==> src/rtl/controle_recepcao_serial.sv <==
// Serial command receiver for the tank monitor: 8N1 UART receiver feeding a
// small ASCII command parser that owns the level thresholds and valve mode.
module controle_recepcao_serial #(
  parameter int          CICLOS_BIT   = 434,
  parameter int          TIMEOUT      = 5000000,
  parameter logic [11:0] NV_CRIT_INI  = 12'h005,
  parameter logic [11:0] NV_ALTO_INI  = 12'h010,
  parameter logic [11:0] NV_BAIXO_INI = 12'h050
) (
  input  logic        clock,
  input  logic        reset,
  input  logic        RX,
  output logic [11:0] nv_crit,
  output logic [11:0] nv_alto,
  output logic [11:0] nv_baixo,
  output logic        manual,
  output logic        abrir_valv,
  output logic        cmd_ok,
  output logic        erro_cmd,
  output logic [3:0]  db_estado
);

  localparam int CW = (CICLOS_BIT > 2) ? $clog2(CICLOS_BIT) : 1;
  localparam int TW = $clog2(TIMEOUT + 1);
  localparam logic [CW-1:0] CNT_MEIO  = CW'(CICLOS_BIT / 2 - 1);
  localparam logic [CW-1:0] CNT_BIT   = CW'(CICLOS_BIT - 1);
  localparam logic [TW-1:0] TMO_LIMIT = TW'(TIMEOUT - 1);

  typedef enum logic [1:0] {R_IDLE, R_START, R_DADOS, R_STOP} rx_est_t;
  typedef enum logic [1:0] {ESPERA = 2'd0, D1 = 2'd1, D2 = 2'd2, D3 = 2'd3} par_est_t;
  typedef enum logic [1:0] {T_CRIT, T_ALTO, T_BAIXO} alvo_t;

  logic          rx_s1, rx_s2;
  rx_est_t       rx_est, rx_est_n;
  logic [CW-1:0] cnt, cnt_n;
  logic [2:0]    bit_idx, bit_n;
  logic [7:0]    shift, shift_n;
  logic          byte_valido, erro_quadro;

  par_est_t      p_est, p_est_n;
  alvo_t         alvo, alvo_n;
  logic [3:0]    cent, cent_n, dez, dez_n;
  logic [TW-1:0] tmo, tmo_n;
  logic [11:0]   crit_n, alto_n, baixo_n;
  logic          man_n, abr_n, ok_n, err_n;
  logic          eh_digito;

  // Two-flop synchronizer on the asynchronous serial line (idles high)
  always_ff @(posedge clock or negedge reset) begin
    if (!reset) begin
      rx_s1 <= 1'b1;
      rx_s2 <= 1'b1;
    end else begin
      rx_s1 <= RX;
      rx_s2 <= rx_s1;
    end
  end

  // Receiver state and bit-timing registers
  always_ff @(posedge clock or negedge reset) begin
    if (!reset) begin
      rx_est  <= R_IDLE;
      cnt     <= '0;
      bit_idx <= '0;
      shift   <= '0;
    end else begin
      rx_est  <= rx_est_n;
      cnt     <= cnt_n;
      bit_idx <= bit_n;
      shift   <= shift_n;
    end
  end

  // Receiver next state: mid-bit sampling, LSB first; stop bit decides valid/framing error
  always_comb begin
    rx_est_n    = rx_est;
    cnt_n       = cnt + 1'b1;
    bit_n       = bit_idx;
    shift_n     = shift;
    byte_valido = 1'b0;
    erro_quadro = 1'b0;
    unique case (rx_est)
      R_IDLE: begin
        cnt_n = '0;
        if (!rx_s2) rx_est_n = R_START;
      end
      R_START: if (cnt == CNT_MEIO) begin
        cnt_n    = '0;
        bit_n    = '0;
        rx_est_n = rx_s2 ? R_IDLE : R_DADOS;
      end
      R_DADOS: if (cnt == CNT_BIT) begin
        cnt_n   = '0;
        shift_n = {rx_s2, shift[7:1]};
        bit_n   = bit_idx + 3'd1;
        if (bit_idx == 3'd7) rx_est_n = R_STOP;
      end
      R_STOP: if (cnt == CNT_BIT) begin
        cnt_n    = '0;
        rx_est_n = R_IDLE;
        if (rx_s2) byte_valido = 1'b1;
        else       erro_quadro = 1'b1;
      end
      default: rx_est_n = R_IDLE;
    endcase
  end

  assign eh_digito = (shift >= 8'h30) && (shift <= 8'h39);
  assign db_estado = {2'b00, p_est};

  // Parser registers and all registered outputs
  always_ff @(posedge clock or negedge reset) begin
    if (!reset) begin
      p_est      <= ESPERA;
      alvo       <= T_CRIT;
      cent       <= '0;
      dez        <= '0;
      tmo        <= '0;
      nv_crit    <= NV_CRIT_INI;
      nv_alto    <= NV_ALTO_INI;
      nv_baixo   <= NV_BAIXO_INI;
      manual     <= 1'b0;
      abrir_valv <= 1'b0;
      cmd_ok     <= 1'b0;
      erro_cmd   <= 1'b0;
    end else begin
      p_est      <= p_est_n;
      alvo       <= alvo_n;
      cent       <= cent_n;
      dez        <= dez_n;
      tmo        <= tmo_n;
      nv_crit    <= crit_n;
      nv_alto    <= alto_n;
      nv_baixo   <= baixo_n;
      manual     <= man_n;
      abrir_valv <= abr_n;
      cmd_ok     <= ok_n;
      erro_cmd   <= err_n;
    end
  end

  // Parser next state; digits are buffered and the threshold is written only on the last one
  always_comb begin
    p_est_n = p_est;
    alvo_n  = alvo;
    cent_n  = cent;
    dez_n   = dez;
    crit_n  = nv_crit;
    alto_n  = nv_alto;
    baixo_n = nv_baixo;
    man_n   = manual;
    abr_n   = abrir_valv;
    ok_n    = 1'b0;
    err_n   = 1'b0;
    tmo_n   = (p_est == ESPERA) ? '0 : tmo + 1'b1;
    if (byte_valido) tmo_n = '0;

    if (erro_quadro) begin
      err_n   = 1'b1;
      p_est_n = ESPERA;
    end else if (byte_valido) begin
      unique case (p_est)
        ESPERA: begin
          case (shift)
            8'h43: begin alvo_n = T_CRIT;  p_est_n = D1; end
            8'h41: begin alvo_n = T_ALTO;  p_est_n = D1; end
            8'h42: begin alvo_n = T_BAIXO; p_est_n = D1; end
            8'h4D: begin man_n = 1'b1; ok_n = 1'b1; end
            8'h55: begin man_n = 1'b0; abr_n = 1'b0; ok_n = 1'b1; end
            8'h4F: begin
              if (manual) begin abr_n = 1'b1; ok_n = 1'b1; end
              else        err_n = 1'b1;
            end
            8'h46: begin abr_n = 1'b0; ok_n = 1'b1; end
            8'h0D, 8'h0A: ;
            default: err_n = 1'b1;
          endcase
        end
        D1, D2, D3: begin
          if (!eh_digito) begin
            err_n   = 1'b1;
            p_est_n = ESPERA;
          end else if (p_est == D1) begin
            cent_n  = shift[3:0];
            p_est_n = D2;
          end else if (p_est == D2) begin
            dez_n   = shift[3:0];
            p_est_n = D3;
          end else begin
            unique case (alvo)
              T_CRIT:  crit_n  = {cent, dez, shift[3:0]};
              T_ALTO:  alto_n  = {cent, dez, shift[3:0]};
              default: baixo_n = {cent, dez, shift[3:0]};
            endcase
            ok_n    = 1'b1;
            p_est_n = ESPERA;
          end
        end
        default: p_est_n = ESPERA;
      endcase
    end else if ((p_est != ESPERA) && (tmo == TMO_LIMIT)) begin
      err_n   = 1'b1;
      p_est_n = ESPERA;
    end
  end

endmodule

==> config.mk <==
export PLATFORM = sky130hd
export DESIGN_NAME = controle_recepcao_serial
export DESIGN_NICKNAME = d
export VERILOG_FILES = /design/src/rtl/controle_recepcao_serial.sv
export SDC_FILE = /design/constraint.sdc
export NUM_CORES = 1
export LEC_CHECK = 0
export CORE_MARGIN = 5
export CORE_UTILIZATION = 55
export DETAILED_ROUTE_END_ITERATION = 10
export DONT_BUFFER_PORTS = 1
export PLACE_DENSITY = 0.7
export SLEW_MARGIN = 40
export SYNTH_ARGS = -nofsm -noshare
export SYNTH_HDL_FRONTEND = slang
export SYNTH_SLANG_ARGS = --single-unit
==> constraint.sdc <==
create_clock -name clock -period 2.9 [get_ports clock]
set_clock_uncertainty 0.15 [all_clocks]
set_input_delay 0.58 -clock clock [delete_from_list [all_inputs] [get_ports clock]]
set_output_delay 0.58 -clock clock [all_outputs]
set_load 0.005 [all_outputs]
==> summary by stage <==
Run status
The flow ran to the end, but the final reports show violations. The final reports fail on hold timing.

STA
The accumulated negative setup slack is 0 ps. Setup repair after global routing left no endpoint under its margin. Setup violations remaining at the end of the flow were counted as 0. Static timing analysis puts the maximum clock frequency at about 370 MHz. The share of the cycle needed by the critical path after routing is slightly above 90%.

The smallest hold slack is -261 ps. In this run the tightest slew margin relative to its limit is 45.9%. The count of final max-slew check failures is 0. The worst path needs roughly 2700 ps of the cycle, external delays included. The number of hold violations in the final report was around 100. For the pin with the worst max-slew slack, the measured transition is 805 ps.

Floorplanning
The initial core utilization is 56.0%. The die covers between 10000 and 15000 um2. The total area inside the core boundary comes to just over 8000 um2.

From bottom edge to top edge, the die measures 101 um. The die span in x is roughly 100 um. The site row count is 33. Pin placement for this block handled 47 I/O pins.

Critical path
For the worst setup path, the data required time is between 3000 and 4000 ps. The type of the worst setup path is reg2reg. The slack of the worst reg-to-reg path is roughly 220 ps. The cell that appears most often on the critical path is or4_1.

In this run the critical register-to-register path is captured at p_est[1]. The slowest stage of the critical path is the or4_1 cell. The worst setup path is launched from a flop. Along the worst path, the maximum fanout reaches 4. On the worst path, the slowest cell contributes a delay of 530 ps. The last element of the critical path is p_est[1]. The depth of the critical timing path with buffers and inverters included is 7. The depth of the worst register-to-register path is 7.

In this run the worst setup path begins at p_est[0]. The critical path goes through inv_1 > ha_1 > or4_1 > or4_1 > o22ai_1 > o21ai_0 > a22o_1. The startpoint identified for the worst register-to-register timing path is p_est[0]. Among cell families on the critical path, the largest total delay comes from simple AND/OR/NAND/NOR gates.

Data on the critical path arrives at its endpoint at about 2800 ps. The number of buffers and inverters on the critical path is 1. STA classifies the critical path endpoint as a flop.

Clocking
The number of setup buffers added after CTS is 0. The CTS buffer count is 9. The worst-skew pair later-pin latency is roughly 370 ps. The clock sink count is 99. Gates resized during post-CTS repair numbered 0.

The clock-pin slew of the registers on the worst-case setup and hold paths is 110 ps. The clock tree from TritonCTS is yes. The maximum clock insertion buffer count is 2. The H-tree was split into 3 levels. The cell at the root of the clock tree is clkbuf_8.

Power and ir drop
Total power for the finished layout comes to between 0.002 and 0.0025 W. VDD sags by at most roughly 0.2 mV. Power spread over the standard cell area amounts to about 470 nW/um2. For this design the static power due to leakage is 2.30 nW.

Global route
The global-route wire length before repair is between 10000 and 15000 um. The via count of the first global-routing pass came to between 2000 and 3000. The residual overflow from global routing is 0. For this run, the total global-route usage over all layers was measured as roughly 17%. The number of antenna violations at the first check in global routing was 0.

Entering global routing, the biggest net connects 100 pins.

Drt
The antenna violation net count after detailed routing is 0. For this block, the initial DRC count from the detailed router was between 50 and 60. In the routed design, unresolved DRC markers number 0.

The count of vias placed by the detailed router is between 2000 and 3000. Before antenna repair, the detailed router went through 4 iterations. Dividing the detail-routed via count by the number of cells gives 5.63. In the final routed layout, each cell accounts on average for between 15 and 20 um. The detailed-route wire length is roughly 8200 um.

Layout
After the last flow step, the layout net total stands at 407. The total inserted antenna cells is 0. The top cell types in the final layout, fill and taps aside, are 92 x dfrtp_1, 45 x nor2_1, 32 x mux2_2. The layout has approximately 660 filler cells. The share of post-route cells with drive strength above 1 is 21.1%. The post-route standard cell area excluding fillers is just under 5000 um2.

Leaving out fill and tap cells, the most frequent cell in the layout is dfrtp_1. From synthesis to final layout, the design area changed by 7.24%.

Job
The max-capacitance violation count is 0.

Place
The number of buffer cells added on primary ports is 0. The post-place instance area is 4700 um2. After legalization and detailed placement, the total HPWL measured approximately 5600 um. The final RePlAce weighted congestion is 0.854.

Synth
Counting flops with a built-in enable in the synthesized netlist gives 0. Summing the sequential cell areas from Yosys gives between 50% and 60% of the chip area. The share of synthesized registers carrying an async set or reset is between 90% and 100%. After synthesis the netlist holds a flip-flop and latch count of 99. In this run the cell area of the synthesized design comes to ~4600 um2. The distinct cell type count of the synthesized netlist is 53. The dominant synthesized flop cell is dfrtp_1. The cell count after synthesis came out at approximately 390.

The warning count from the yosys run is 0. In this run the mean area of a mapped cell was between 10 and 15 um2.

Min path
The class of the tightest hold or removal check is in2async.
registers in the layout, indices dropped and copies added (netlist names), named ones only:
register	count
abrir_valv	1
alvo	2
bit_idx	3
cent	4
cmd_ok	1
cnt	9
dez	4
erro_cmd	1
manual	1
nv_alto	12
nv_baixo	12
nv_crit	12
p_est	2
rx_est	1
rx_s1	1
rx_s2	1
shift	8
tmo	23
cell usage after synthesis (10+ instances only):
cell | count | area, um2
xor2_1 | 19 | 166
nand2_1 | 22 | 82.6
inv_1 | 13 | 48.8
clkbuf_1 | 10 | 37.5
mux2_2 | 32 | 360
nand3_1 | 10 | 50.1
ha_1 | 10 | 125
mux2_1 | 11 | 124
xnor2_1 | 10 | 87.6
nor2_1 | 45 | 169
dfrtp_1 | 92 | 2300
worst register-to-register path: stages, from the launching register on:
cell	delay, ps
dfrtp_1	450
inv_1	110
ha_1	240
or4_1	530
or4_1	500
o22ai_1	210
o21ai_0	190
a22o_1	210
layout make-up:
class                      instances  area, um2  share of cell area [%]
sequential                        99       2490                    50.6
inverter                          13       48.8                   0.994
multi-input combinational        261       1960                    39.9
clock inverter                     7       85.1                    1.73
clock buffer                       9        124                    2.52
tap                              105        131                    2.68
timing repair buffer              10       75.1                    1.53
how the worst min path moves through the flow:
stage / start / endpoint / slack, ps
after CTS: reset / nv_baixo[10] / -280
after floorplan: reset / async pin / 130
after global placement: reset / nv_alto[3] / 140
after global routing: reset / nv_alto[5] / -290
after detailed placement: reset / nv_alto[2] / 140
final: reset / nv_alto[5] / -260
power by group:
group | switching (W) | internal [W] | total [W]
clock | 0.000516 | 0.000415 | 0.000931
sequential | 0.00000107 | 0.00138 | 0.00138
combinational | 0.00000113 | 0.000000500 | 0.00000163
total | 0.000518 | 0.00180 | 0.00232
layer usage:
metal	track usage [%]	vias to the layer above	part of all wire, %	wire length, um
met5	0	-	0	0
met4	6.75	0	1.5	124
met3	4.13	11	6.0	491
met2	27.9	62	47	3830
met1	21.8	1418	46	3720
li1	-	1347	-	-
logic make-up (layout without fill, tap and decap cells):
logic type	Yosys count	in the layout	share of synthesized area (%)
simple gates	137	137	16.3
flops	99	99	54.3
mux	55	55	14.2
xor+xnor	29	29	5.55
buf+inv	29	39	2.98
compound gates	28	28	3.85
fa+ha+maj	10	10	2.73
other cells	1	2	0.0819
stage by stage:
stage               worst slack, ps  std cells  util [%]
floorplan                       379        389         -
global placement                196        488      57.5
detailed placement              192        488      57.5
CTS                             169        504      60.0
global route                   65.1        504      60.0
finish                          222        504      60.0
No activity file was read; power rests on OpenSTA's default activity.
